===== config.mk =====
export PLATFORM = sky130hd
export DESIGN_NAME = mult_share_arbiter
export DESIGN_NICKNAME = d
export VERILOG_FILES = /design/src/rtl/mult_share_arbiter.sv
export SDC_FILE = /design/constraint.sdc
export NUM_CORES = 1
export LEC_CHECK = 0
export ABC_AREA = 0
export CAP_MARGIN = 40
export CORE_MARGIN = 8
export CORE_UTILIZATION = 38
export CTS_CLUSTER_SIZE = 14
export DETAILED_ROUTE_END_ITERATION = 7
export GPL_ROUTABILITY_DRIVEN = 0
export PLACE_DENSITY = 0.82
export SETUP_SLACK_MARGIN = 0.1
export SYNTH_ARGS = -nofsm -noshare
export SYNTH_HDL_FRONTEND = slang
export SYNTH_SLANG_ARGS = --single-unit
export TNS_END_PERCENT = 50

===== constraint.sdc =====
create_clock -name clk -period 3.8 [get_ports clk]
set_input_delay 0.76 -clock clk [delete_from_list [all_inputs] [get_ports clk]]
set_output_delay 0.76 -clock clk [all_outputs]
set_load 0.03 [all_outputs]

===== src/rtl/mult_share_arbiter.sv =====
// mult_share_arbiter
// Round-robin sharing of one combinational signed multiplier between
// NUM_REQ requesters. Operands are registered towards the multiplier and the
// product is piped back, tagged with the issuing requester, as a one-hot
// single-cycle response strobe.
//
// Build option: define MULT_SHARE_STATS_EN to get the saturating
// grant_count / conflict_count statistics counters. Without it both ports
// are tied to zero and no counter logic exists.
//
// Parameter ranges: NUM_REQ 2..8, PIPE_STAGES 1..4.

module mult_share_arbiter #(
    parameter int NUM_REQ     = 4,
    parameter int WIDTH       = 9,
    parameter int PIPE_STAGES = 1
) (
    input  logic                       clk,
    input  logic                       rst_n,
    input  logic                       flush,
    input  logic [NUM_REQ-1:0]         req_valid,
    output logic [NUM_REQ-1:0]         req_ready,
    input  logic [NUM_REQ*WIDTH-1:0]   req_a,
    input  logic [NUM_REQ*WIDTH-1:0]   req_b,
    output logic [WIDTH-1:0]           mult_a,
    output logic [WIDTH-1:0]           mult_b,
    input  logic [2*WIDTH-1:0]         mult_result,
    output logic [NUM_REQ-1:0]         resp_valid,
    output logic [2*WIDTH-1:0]         resp_data,
    output logic                       busy,
    output logic [15:0]                grant_count,
    output logic [15:0]                conflict_count
);

    localparam int IDX_W = $clog2(NUM_REQ);
    localparam int PW    = 2 * WIDTH;
    localparam int LAST  = PIPE_STAGES - 1;

    // Round-robin pointer: the requester that has highest priority this cycle.
    logic [IDX_W-1:0] rrPtr_q, rrPtr_d;

    // Arbitration results for the current cycle.
    logic             grantAny;
    logic [IDX_W-1:0] winnerIdx;
    logic             hiFound;
    logic [IDX_W-1:0] hiIdx;
    logic             loFound;
    logic [IDX_W-1:0] loIdx;

    // Issue stage: operands driven to the multiplier plus the tag of the
    // operation they belong to.
    logic [WIDTH-1:0] multA_q, multA_d;
    logic [WIDTH-1:0] multB_q, multB_d;
    logic             issueValid_q, issueValid_d;
    logic [IDX_W-1:0] issueTag_q, issueTag_d;

    // Result pipeline: stage 0 captures the multiplier output, the last
    // stage drives the response ports.
    logic [PIPE_STAGES-1:0] pipeValid_q, pipeValid_d;
    logic [IDX_W-1:0]       pipeTag_q  [PIPE_STAGES];
    logic [IDX_W-1:0]       pipeTag_d  [PIPE_STAGES];
    logic [PW-1:0]          pipeData_q [PIPE_STAGES];
    logic [PW-1:0]          pipeData_d [PIPE_STAGES];

    // Find the first valid requester at or above rrPtr, otherwise wrap
    // around to the lowest valid one; flush suppresses any grant.
    always_comb begin
        hiFound   = 1'b0;
        hiIdx     = '0;
        loFound   = 1'b0;
        loIdx     = '0;
        for (int i = NUM_REQ - 1; i >= 0; i--) begin
            if (req_valid[i]) begin
                loFound = 1'b1;
                loIdx   = IDX_W'(i);
                if (IDX_W'(i) >= rrPtr_q) begin
                    hiFound = 1'b1;
                    hiIdx   = IDX_W'(i);
                end
            end
        end
        winnerIdx = hiFound ? hiIdx : loIdx;
        grantAny  = loFound && !flush;
    end

    // One-hot ready towards the winning requester.
    always_comb begin
        req_ready = '0;
        for (int i = 0; i < NUM_REQ; i++) begin
            req_ready[i] = grantAny && (winnerIdx == IDX_W'(i));
        end
    end

    // Advance the pointer past the winner so it gets lowest priority next.
    always_comb begin
        rrPtr_d = rrPtr_q;
        if (grantAny) begin
            if (winnerIdx == IDX_W'(NUM_REQ - 1)) begin
                rrPtr_d = '0;
            end else begin
                rrPtr_d = winnerIdx + IDX_W'(1);
            end
        end
    end

    // Select the winner's operands; hold them when nothing is granted so the
    // multiplier inputs do not toggle needlessly.
    always_comb begin
        multA_d      = multA_q;
        multB_d      = multB_q;
        issueValid_d = grantAny;
        issueTag_d   = issueTag_q;
        if (grantAny) begin
            issueTag_d = winnerIdx;
            for (int i = 0; i < NUM_REQ; i++) begin
                if (winnerIdx == IDX_W'(i)) begin
                    multA_d = req_a[i*WIDTH +: WIDTH];
                    multB_d = req_b[i*WIDTH +: WIDTH];
                end
            end
        end
    end

    // Shift the tagged product down the result pipeline; flush kills every
    // valid bit while leaving data in place.
    always_comb begin
        pipeValid_d    = '0;
        pipeValid_d[0] = issueValid_q && !flush;
        pipeTag_d[0]   = issueTag_q;
        pipeData_d[0]  = issueValid_q ? mult_result : pipeData_q[0];
        for (int k = 1; k < PIPE_STAGES; k++) begin
            pipeValid_d[k] = pipeValid_q[k-1] && !flush;
            pipeTag_d[k]   = pipeTag_q[k-1];
            pipeData_d[k]  = pipeValid_q[k-1] ? pipeData_q[k-1] : pipeData_q[k];
        end
    end

    // Arbitration and issue state.
    always_ff @(posedge clk or negedge rst_n) begin
        if (!rst_n) begin
            rrPtr_q      <= '0;
            multA_q      <= '0;
            multB_q      <= '0;
            issueValid_q <= 1'b0;
            issueTag_q   <= '0;
        end else begin
            rrPtr_q      <= rrPtr_d;
            multA_q      <= multA_d;
            multB_q      <= multB_d;
            issueValid_q <= issueValid_d;
            issueTag_q   <= issueTag_d;
        end
    end

    // Result pipeline registers.
    always_ff @(posedge clk or negedge rst_n) begin
        if (!rst_n) begin
            pipeValid_q <= '0;
            for (int k = 0; k < PIPE_STAGES; k++) begin
                pipeTag_q[k]  <= '0;
                pipeData_q[k] <= '0;
            end
        end else begin
            pipeValid_q <= pipeValid_d;
            for (int k = 0; k < PIPE_STAGES; k++) begin
                pipeTag_q[k]  <= pipeTag_d[k];
                pipeData_q[k] <= pipeData_d[k];
            end
        end
    end

    // Decode the output-stage tag into the one-hot strobe; data is forced to
    // zero whenever no strobe is active.
    always_comb begin
        resp_valid = '0;
        resp_data  = '0;
        if (pipeValid_q[LAST]) begin
            resp_data = pipeData_q[LAST];
            for (int i = 0; i < NUM_REQ; i++) begin
                resp_valid[i] = (pipeTag_q[LAST] == IDX_W'(i));
            end
        end
    end

    assign mult_a = multA_q;
    assign mult_b = multB_q;
    assign busy   = issueValid_q || (|pipeValid_q);

`ifdef MULT_SHARE_STATS_EN
    logic [15:0] grantCnt_q, grantCnt_d;
    logic [15:0] conflictCnt_q, conflictCnt_d;

    // Saturating statistics: accepted transfers and contended cycles.
    always_comb begin
        grantCnt_d    = grantCnt_q;
        conflictCnt_d = conflictCnt_q;
        if (grantAny && (grantCnt_q != 16'hFFFF)) begin
            grantCnt_d = grantCnt_q + 16'd1;
        end
        if (($countones(req_valid) > 1) && (conflictCnt_q != 16'hFFFF)) begin
            conflictCnt_d = conflictCnt_q + 16'd1;
        end
    end

    // Counters are cleared by reset only; flush leaves them alone.
    always_ff @(posedge clk or negedge rst_n) begin
        if (!rst_n) begin
            grantCnt_q    <= '0;
            conflictCnt_q <= '0;
        end else begin
            grantCnt_q    <= grantCnt_d;
            conflictCnt_q <= conflictCnt_d;
        end
    end

    assign grant_count    = grantCnt_q;
    assign conflict_count = conflictCnt_q;
`else
    assign grant_count    = '0;
    assign conflict_count = '0;
`endif

endmodule

# After elaboration in Yosys (flattened, before gate mapping)
# Index checks and enable logic that the tools add are counted.
# Widths: inputs -> output; s select.
# classes
shifts	0
multipliers	0
n_bitwise	0
magnitude_cmp	4
n_reduce_logical	12
eq_ne	6
n_addsub	1
div	0
muxes	36
# op_table
operator	count
$mux 9	8
$mux 2	14
$mux 18	1
$mux 1	12
$eq 2x2->1 const B	4
$logic_and 1x1->1	6
$eq 2x1->1 const B	2
$ge 1x2->1 const A	2
$ge 2x2->1 const A	2
$logic_not 2->1	2
$mux 4	1
$reduce_bool 4->1	1
$add 2x1->2 const B	1
$reduce_and 2->1	1
$logic_not 1->1	1
$logic_or 1x1->1	1
# totals
latch_bits	0
word_cells	67
regBits	44
mem_bits_ro	0
n_memories	0
out_inout_bits	77
ram_bits	0

# Depth between registers and ports, before layout
# Gate-level depths: netlist of the first run.
# depth
word_depth	15
mapped_depth	11
ltp_nobuf	9

# Worst setup path before layout of the first run
# Ideal clock, no wire load.
# synth_path
path_kind	input port to output port
startpoint	input port req_valid[3]
endpoint	output port req_ready[1]
path_stages	8
path_buffers	2
arrival_ns	2.521
slack_ns	0.519
path_cell_list	nand2b_1 > a211oi_1 > nor2_1 > inv_1 > ha_1 > buf_2 > buf_2 > and2_1
# synth_via
elab_chain_cells	10
elab_cells_between_ends	26
# synth_rtl
item	line_no	text
start: declaration	21	input logic [NUM_REQ-1:0] req_valid,
$mux 2 or $mux 1 (tied branches)	73	if (req_valid[i]) begin
$mux 2 or $mux 1 (tied branches)	76	if (IDX_W'(i) >= rrPtr_q) begin
$mux 2 or $mux 1 (tied branches)	73	
$mux 2 or $mux 1 (tied branches)	76	
$mux 2 or $mux 1 (tied branches)	73	
$mux 2 or $mux 1 (tied branches)	76	
$mux 2 or $mux 1 (tied branches)	73	
$mux 2	82	winnerIdx = hiFound ? hiIdx : loIdx;
$eq 2x1->1	90	req_ready[i] = grantAny && (winnerIdx == IDX_W'(i));
$logic_and 1x1->1 *	90	
end: declaration	22	output logic [NUM_REQ-1:0] req_ready,
# Every way passes the cells marked *; elsewhere a longest branch is shown, timed or not.

# Worst setup path in the final report of the first run
# layout_path
startpoint	input port req_valid[3]
endpoint	output port req_ready[0]
# layout_via
elab_chain_cells	10
elab_cells_between_ends	26
# layout_rtl
item	line_no
$mux 2 or $mux 1 (tied branches)	73
$mux 2 or $mux 1 (tied branches)	76
$mux 2 or $mux 1 (tied branches)	73
$mux 2 or $mux 1 (tied branches)	76
$mux 2 or $mux 1 (tied branches)	73
$mux 2 or $mux 1 (tied branches)	76
$mux 2 or $mux 1 (tied branches)	73
$mux 2	82
$logic_not 2->1	90
$logic_and 1x1->1 *	90
# Marked as above.

==> qor.yml, run 1 <==
route:
  wl_met2_um: 3768
  wl_um: 7784
  vias: 2291
  wire_per_inst_um: 15.69
  drtPass1Iterations: 4
  drt_iter0_drc: 56
  ant_nets: 0
  highest_layer: "met4"
  met1_length_um: 3026
  drc: 0
  wl_met3_um: 909
  avgViaCountPerCell: 4.619
global_route:
  grt_use_total: 0.1452
  antenna_found_initial: 0
  grt_pass1_wl_um: 12080
  gr-total-overflow: 0
  grt_pass1_vias: 2480
  grt_max_degree: 38
logic_synthesis:
  syn_area_um2: 2809
  yosysSeqAreaShare: 0.3920
  synth_largest_area_cell: "dfrtp_1"
  synth.area.top_cells: "dfrtp_1 (39%), mux2_2 (18%), buf_4 (8.6%), mux2i_1 (7.1%), mux2_4 (5.3%)"
  ys_ff_latch: 44
  synth_xor_area_frac: 0
  yosys.area_share.simple: 0.1194
  yosys.area.top_type_share: 0.3920
  syn_area_per_cell_um2: 10.97
  synthArstFlopShare: 1.000
  synth_cell_type_count: 32
  synthCells: 256
  synth_top_family_by_area: "multiplexers"
  synth.area.mux_share: 0.3051
  synth_fa_ha_area_frac: 0.008909
  synth_top_flop_cell: "dfrtp_1"
  synth_edf_count: 0
  synth-compound-area-share: 0.05479
  yosysWarnings: 0
sta:
  hold_viol: 0
  drv_slew: 0
  skew_ns: 0.003303
  rsz0062_at_grt: "false"
  finalSetupViolations: 0
  setup_tns_ns: 0
  fmax_mhz: 282.2
  period_share: 0.9325
  worst_hold_slack_ns: 0.3508
  fin_crit_ns: 3.544
critical_path:
  cp-end-kind: "primary output"
  crit_chain: "clkdlybuf4s50_1, nand2b_1, a211oi_1, nor2_1, inv_1, and3_1, clkdlybuf4s50_1"
  path_buf_inv: 3
  cp.arrival_ns: 2.78
  cp_slowest_stage_delay_ns: 0.66
  start_kind: "input port"
  crit_slowest_cell: "clkdlybuf4s50_1"
  cp_max_fo: 4
  cp_common_cell: "clkdlybuf4s50_1"
  crit_type: "in -> out"
  critPathTopFamily: "buffers and inverters"
  critical_path_required_ns: 3.04
min_path:
  hp-class: "in -> async"
die:
  dieHeight_um: 102.0
  fp.dieW_um: 102.0
  start_util: 0.3894
  rows: 31
  die-area_um2: 10400
  io_pins: 174
  coreArea_um2: 7214
placement:
  detailed_place.area_um2: 4235
  io_buffers: 141
  dpl.hpwl_um: 6503
  dp_cells: 488
pwr:
  p_leak_nw: 1.833
  p_per_area_nw_per_um2: 531.2
  vdd_drop_max_mv: 0.2525
clock_tree:
  clock-sinks: 44
  clk_latency_ns: 0.29
  cts_buffers: 5
  htree_levels: 2
  clkTransAtPathRegs_ns: 0.08
  clock-root-buffer: "clkbuf_8"
  cts_resized: 0
  clock_path_buffers: 2
  cts_setup_buffers: 0
  cts_tree: "done"
  cts_hold_buf: 0
run_status:
  status: "finished, final reports clean"
layout:
  drive_above_1_share: 0.1940
  area_growth_pct: 54.61
  final_cells: 496
  nets: 495
  insertedDiodeCount: 0
  fin_area_um2: 4343
job:
  maxCapViolations: 0
[synth_stat cells (2+ instances only)]
| library cell | count |
|---|---|
| mux2i_1 | 20 |
| nand2_1 | 20 |
| mux2_2 | 44 |
| ha_1 | 2 |
| inv_1 | 3 |
| and2_1 | 21 |
| and3_1 | 2 |
| buf_2 | 2 |
| nor3b_1 | 2 |
| clkbuf_1 | 8 |
| nor2_1 | 8 |
| o21ai_0 | 19 |
| mux2_4 | 10 |
| dfrtp_1 | 44 |
| a21oi_1 | 2 |
| buf_6 | 2 |
| buf_4 | 32 |
[layout by cell type (no fill, tap or decap), types with 4 or more instances in the layout]
master / instances
clkdlybuf4s50_1: 137
mux2_2: 44
dfrtp_1: 44
conb_1: 32
and2_1: 21
mux2i_1: 20
nand2_1: 20
o21ai_0: 19
mux2_4: 10
nor2_1: 8
buf_4: 6
clkbuf_8: 5
buf_12: 4
[cell families (layout without fill, tap and decap cells)]
group | after synthesis | count (layout)
muxes | 75 | 75
buffers and inverters | 49 | 159
other | 1 | 32
adders and majority gates | 2 | 2
and+or+nand+nor | 60 | 60
DFF | 44 | 44
AOI/OAI and AO/OA | 25 | 25
[cell type report]
class / instances / area [um2]
Tap cell: 99 / 123.9
Clock buffer: 6 / 72.57
Clock inverter: 2 / 35.03
Inverter: 3 / 11.26
Sequential cell: 44 / 1101
Fill cell: 639 / 2872
Multi-Input combinational cell: 194 / 1498
Timing Repair Buffer: 148 / 1501
[worst paths after layout]
check | slack, ns | to | startpoint | depth (start not counted)
max | 0.26 | req_ready[0] | req_valid[3] | 7
min | 0.35 | mult_a[0] | rst_n | 1
max reg2reg | 0.98 | mult_b[4] | rrPtr_q[1] | 8
min reg2reg | 0.38 | pipeTag_q[0] | issueTag_q[0] | 0
max in group asynchronous | 2.99 | pipeData_q[15] | rst_n | 2
min in group clk | 0.38 | pipeTag_q[0] | issueTag_q[0] | 0
[where the power goes]
| part | total, W | internal [W] | switching, W |
|---|---|---|---|
| sequential | 0.000698 | 0.000609 | 0.0000890 |
| clock | 0.000349 | 0.000195 | 0.000154 |
| combinational | 0.00126 | 0.000636 | 0.000624 |
[state kept, by name (all words and copies together) (netlist names)]
signal        count
issueTag_q        2
mult_a            9
pipeTag_q         2
rrPtr_q           2
issueValid_q      1
mult_b            9
pipeValid_q       1
pipeData_q       18
[layer usage]
| metal | GRT usage | up-vias |
|---|---|---|
| met5 | 0 | - |
| met4 | 0.03499 | 0 |
| met3 | 0.06471 | 9 |
| met2 | 0.2494 | 119 |
| met1 | 0.1600 | 1075 |
| li1 | - | 1088 |
[through the flow]
step                      worst slack [ns]    util  power, W
after global routing                0.1069  0.6020  0.002447
after CTS                           0.2510  0.6020  0.002343
after global placement              0.3176  0.5843  0.001939
after floorplan                     0.5189       -  0.001509
final                               0.2564  0.6020  0.002307
after detailed placement            0.1863  0.5871  0.001982
Note: power is estimated with default switching activity, not from simulation.
==> run 2, diff against run 1 <==
--- a/config.mk
+++ b/config.mk
@@ -6,7 +6,7 @@
 export NUM_CORES = 1
 export LEC_CHECK = 0
 export ABC_AREA = 0
-export CAP_MARGIN = 40
+export CAP_MARGIN = 20
 export CORE_MARGIN = 8
 export CORE_UTILIZATION = 38
 export CTS_CLUSTER_SIZE = 14
==> run 2 against run 1 <==
- sequential power rose by 0.6%
- sequential cell count did not move
- clock power rose by 18%
- clock skew barely moved
- combinational power barely moved
- non-clock buffer count did not move
- global-route usage fell by 0.063 points
- power rose by 2.8%
- final cell count fell by 0.20%
- critical path depth did not move
- register-to-register slack barely moved
- critical path type unchanged
- largest power group unchanged
==> qor.yml, run 2 (synthesis results as in run 1) <==
layout:
  largest_register_ffs: 18
  fin_area_um2: 4364
  largest_register: "pipeData_q"
  nets: 495
  area_growth_pct: 55.37
  drive_above_1_share: 0.1944
  fin_util: 0.6049
  final_common_cell: "clkdlybuf4s50_1"
  insertedDiodeCount: 0
  layout_common_cells: "clkdlybuf4s50_1 (137), mux2_2 (44), dfrtp_1 (44), conb_1 (32), and2_1 (21)"
route:
  vias: 2302
  drc: 0
  wire_per_inst_um: 15.70
  avgViaCountPerCell: 4.651
  wl_um: 7771
  met1_length_um: 2979
  wl_met2_um: 3788
  highest_layer: "met4"
  wl_met3_um: 916
  drtPass1Iterations: 4
  drt_iter0_drc: 47
  ant_nets: 0
sta:
  slew_headroom: 0.6605
  period_share: 0.9376
  rsz0062_at_grt: "false"
  worst_slew_pin_slew_ns: 0.5093
  setup_tns_ns: 0
  fmax_mhz: 280.7
  fin_crit_ns: 3.563
  hold_viol: 0
  finalSetupViolations: 0
  finalWorstSetupSlack_ns: 0.2372
  drv_slew: 0
  skew_ns: 0.003497
placement:
  dpl.hpwl_um: 6466
  place_ws_ns: 0.2035
  detailed_place.area_um2: 4215
  io_buffers: 141
die:
  dieHeight_um: 102.0
  rows: 31
  start_util: 0.3894
  io_pins: 174
  die-area_um2: 10400
  coreArea_um2: 7214
  fp.dieW_um: 102.0
pwr:
  power.switching_w: 0.0008675
  intPower_w: 0.001504
  p_leak_nw: 1.842
  vdd_drop_max_mv: 0.2864
  combPwrFrac: 0.530
  swShare: 0.3659
  clkPwrFrac: 0.174
  seq_power_share: 0.296
  p_per_area_nw_per_um2: 543.3
clock_tree:
  clock_path_buffers: 2
  clk_latency_ns: 0.29
  clock-sinks: 44
  cts_buffers: 5
  cts_hold_buf: 0
  cts_resized: 0
  clkTransAtPathRegs_ns: 0.08
  clock-root-buffer: "clkbuf_8"
  cts_tree: "done"
  cts_setup_buffers: 0
  htree_levels: 2
global_route:
  grt_max_degree: 45
  grt_pass1_wl_um: 11930
  gr-total-overflow: 0
  grt_use_total: 0.1446
  grt_pass1_vias: 2475
  antenna_found_initial: 0
critical_path:
  cp.arrival_ns: 2.80
  crit_chain: "clkdlybuf4s50_1, nand2b_1, a211oi_1, nor2_1, inv_1, and3_1, clkdlybuf4s50_1"
  crit_type: "in -> out"
  cp_common_cell: "clkdlybuf4s50_1"
  start_kind: "input port"
  crit_slowest_cell: "clkdlybuf4s50_1"
  cp_max_fo: 4
  critical_path_required_ns: 3.04
  cp-end-kind: "primary output"
  cp_slowest_stage_delay_ns: 0.66
job:
  maxCapViolations: 0
min_path:
  hp-class: "in -> async"
run_status:
  status: "finished, final reports clean"
-- run 2: cell type report --
class                           instances  area [um2]
Fill cell                             634        2850
Timing Repair Buffer                  148        1501
Multi-Input combinational cell        194        1498
Sequential cell                        44        1101
Tap cell                               99       123.9
Clock buffer                            5       68.82
Clock inverter                          2       60.06
Inverter                                3       11.26
-- run 2: path summary, 6_finish.rpt --
path                               startpoint        endpoint  slack, ns  depth (start not counted)
worst max-delay path             req_valid[3]    req_ready[0]       0.24                          7
worst min register to register  issueTag_q[0]    pipeTag_q[0]       0.38                          0
max in group asynchronous               rst_n  pipeData_q[15]       3.10                          2
worst max register to register     rrPtr_q[1]       mult_b[4]       0.98                          8
worst min-delay path                    rst_n       mult_a[0]       0.28                          1
min in group clk                issueTag_q[0]    pipeTag_q[0]       0.38                          0
-- run 2: worst max-delay path, delay by kind of cell --
| kind | cells | cell delay [ns] |
|---|---|---|
| simple gates | 3 | 0.45 |
| buf+inv | 3 | 1.20 |
| compound gates | 1 | 0.38 |
-- run 2: metrics by stage --
step | total power [W] | hold slack, ns | std cells
after global placement | 0.001939 | 0.3611 | 487
after CTS | 0.002402 | 0.3878 | 494
after floorplan | 0.001509 | 0.3501 | 287
after detailed placement | 0.001980 | 0.3680 | 487
final | 0.002371 | 0.2807 | 495
after global routing | 0.002512 | 0.2615 | 495
-- run 2: per-layer routing --
metal  track usage  up-vias
li1              -     1088
met1        0.1573     1088
met2        0.2489      117
met3       0.06540        9
met4       0.03725        0
met5             0        -
-- run 2: power groups by stage --
stage               Sequential (W)  Combinational (W)  Clock, W
floorplan                 0.000883           0.000626         0
global route              0.000723            0.00134  0.000451
global placement          0.000699            0.00124         0
finish                    0.000702            0.00126  0.000413
CTS                       0.000704            0.00127  0.000425
detailed placement        0.000710            0.00127         0
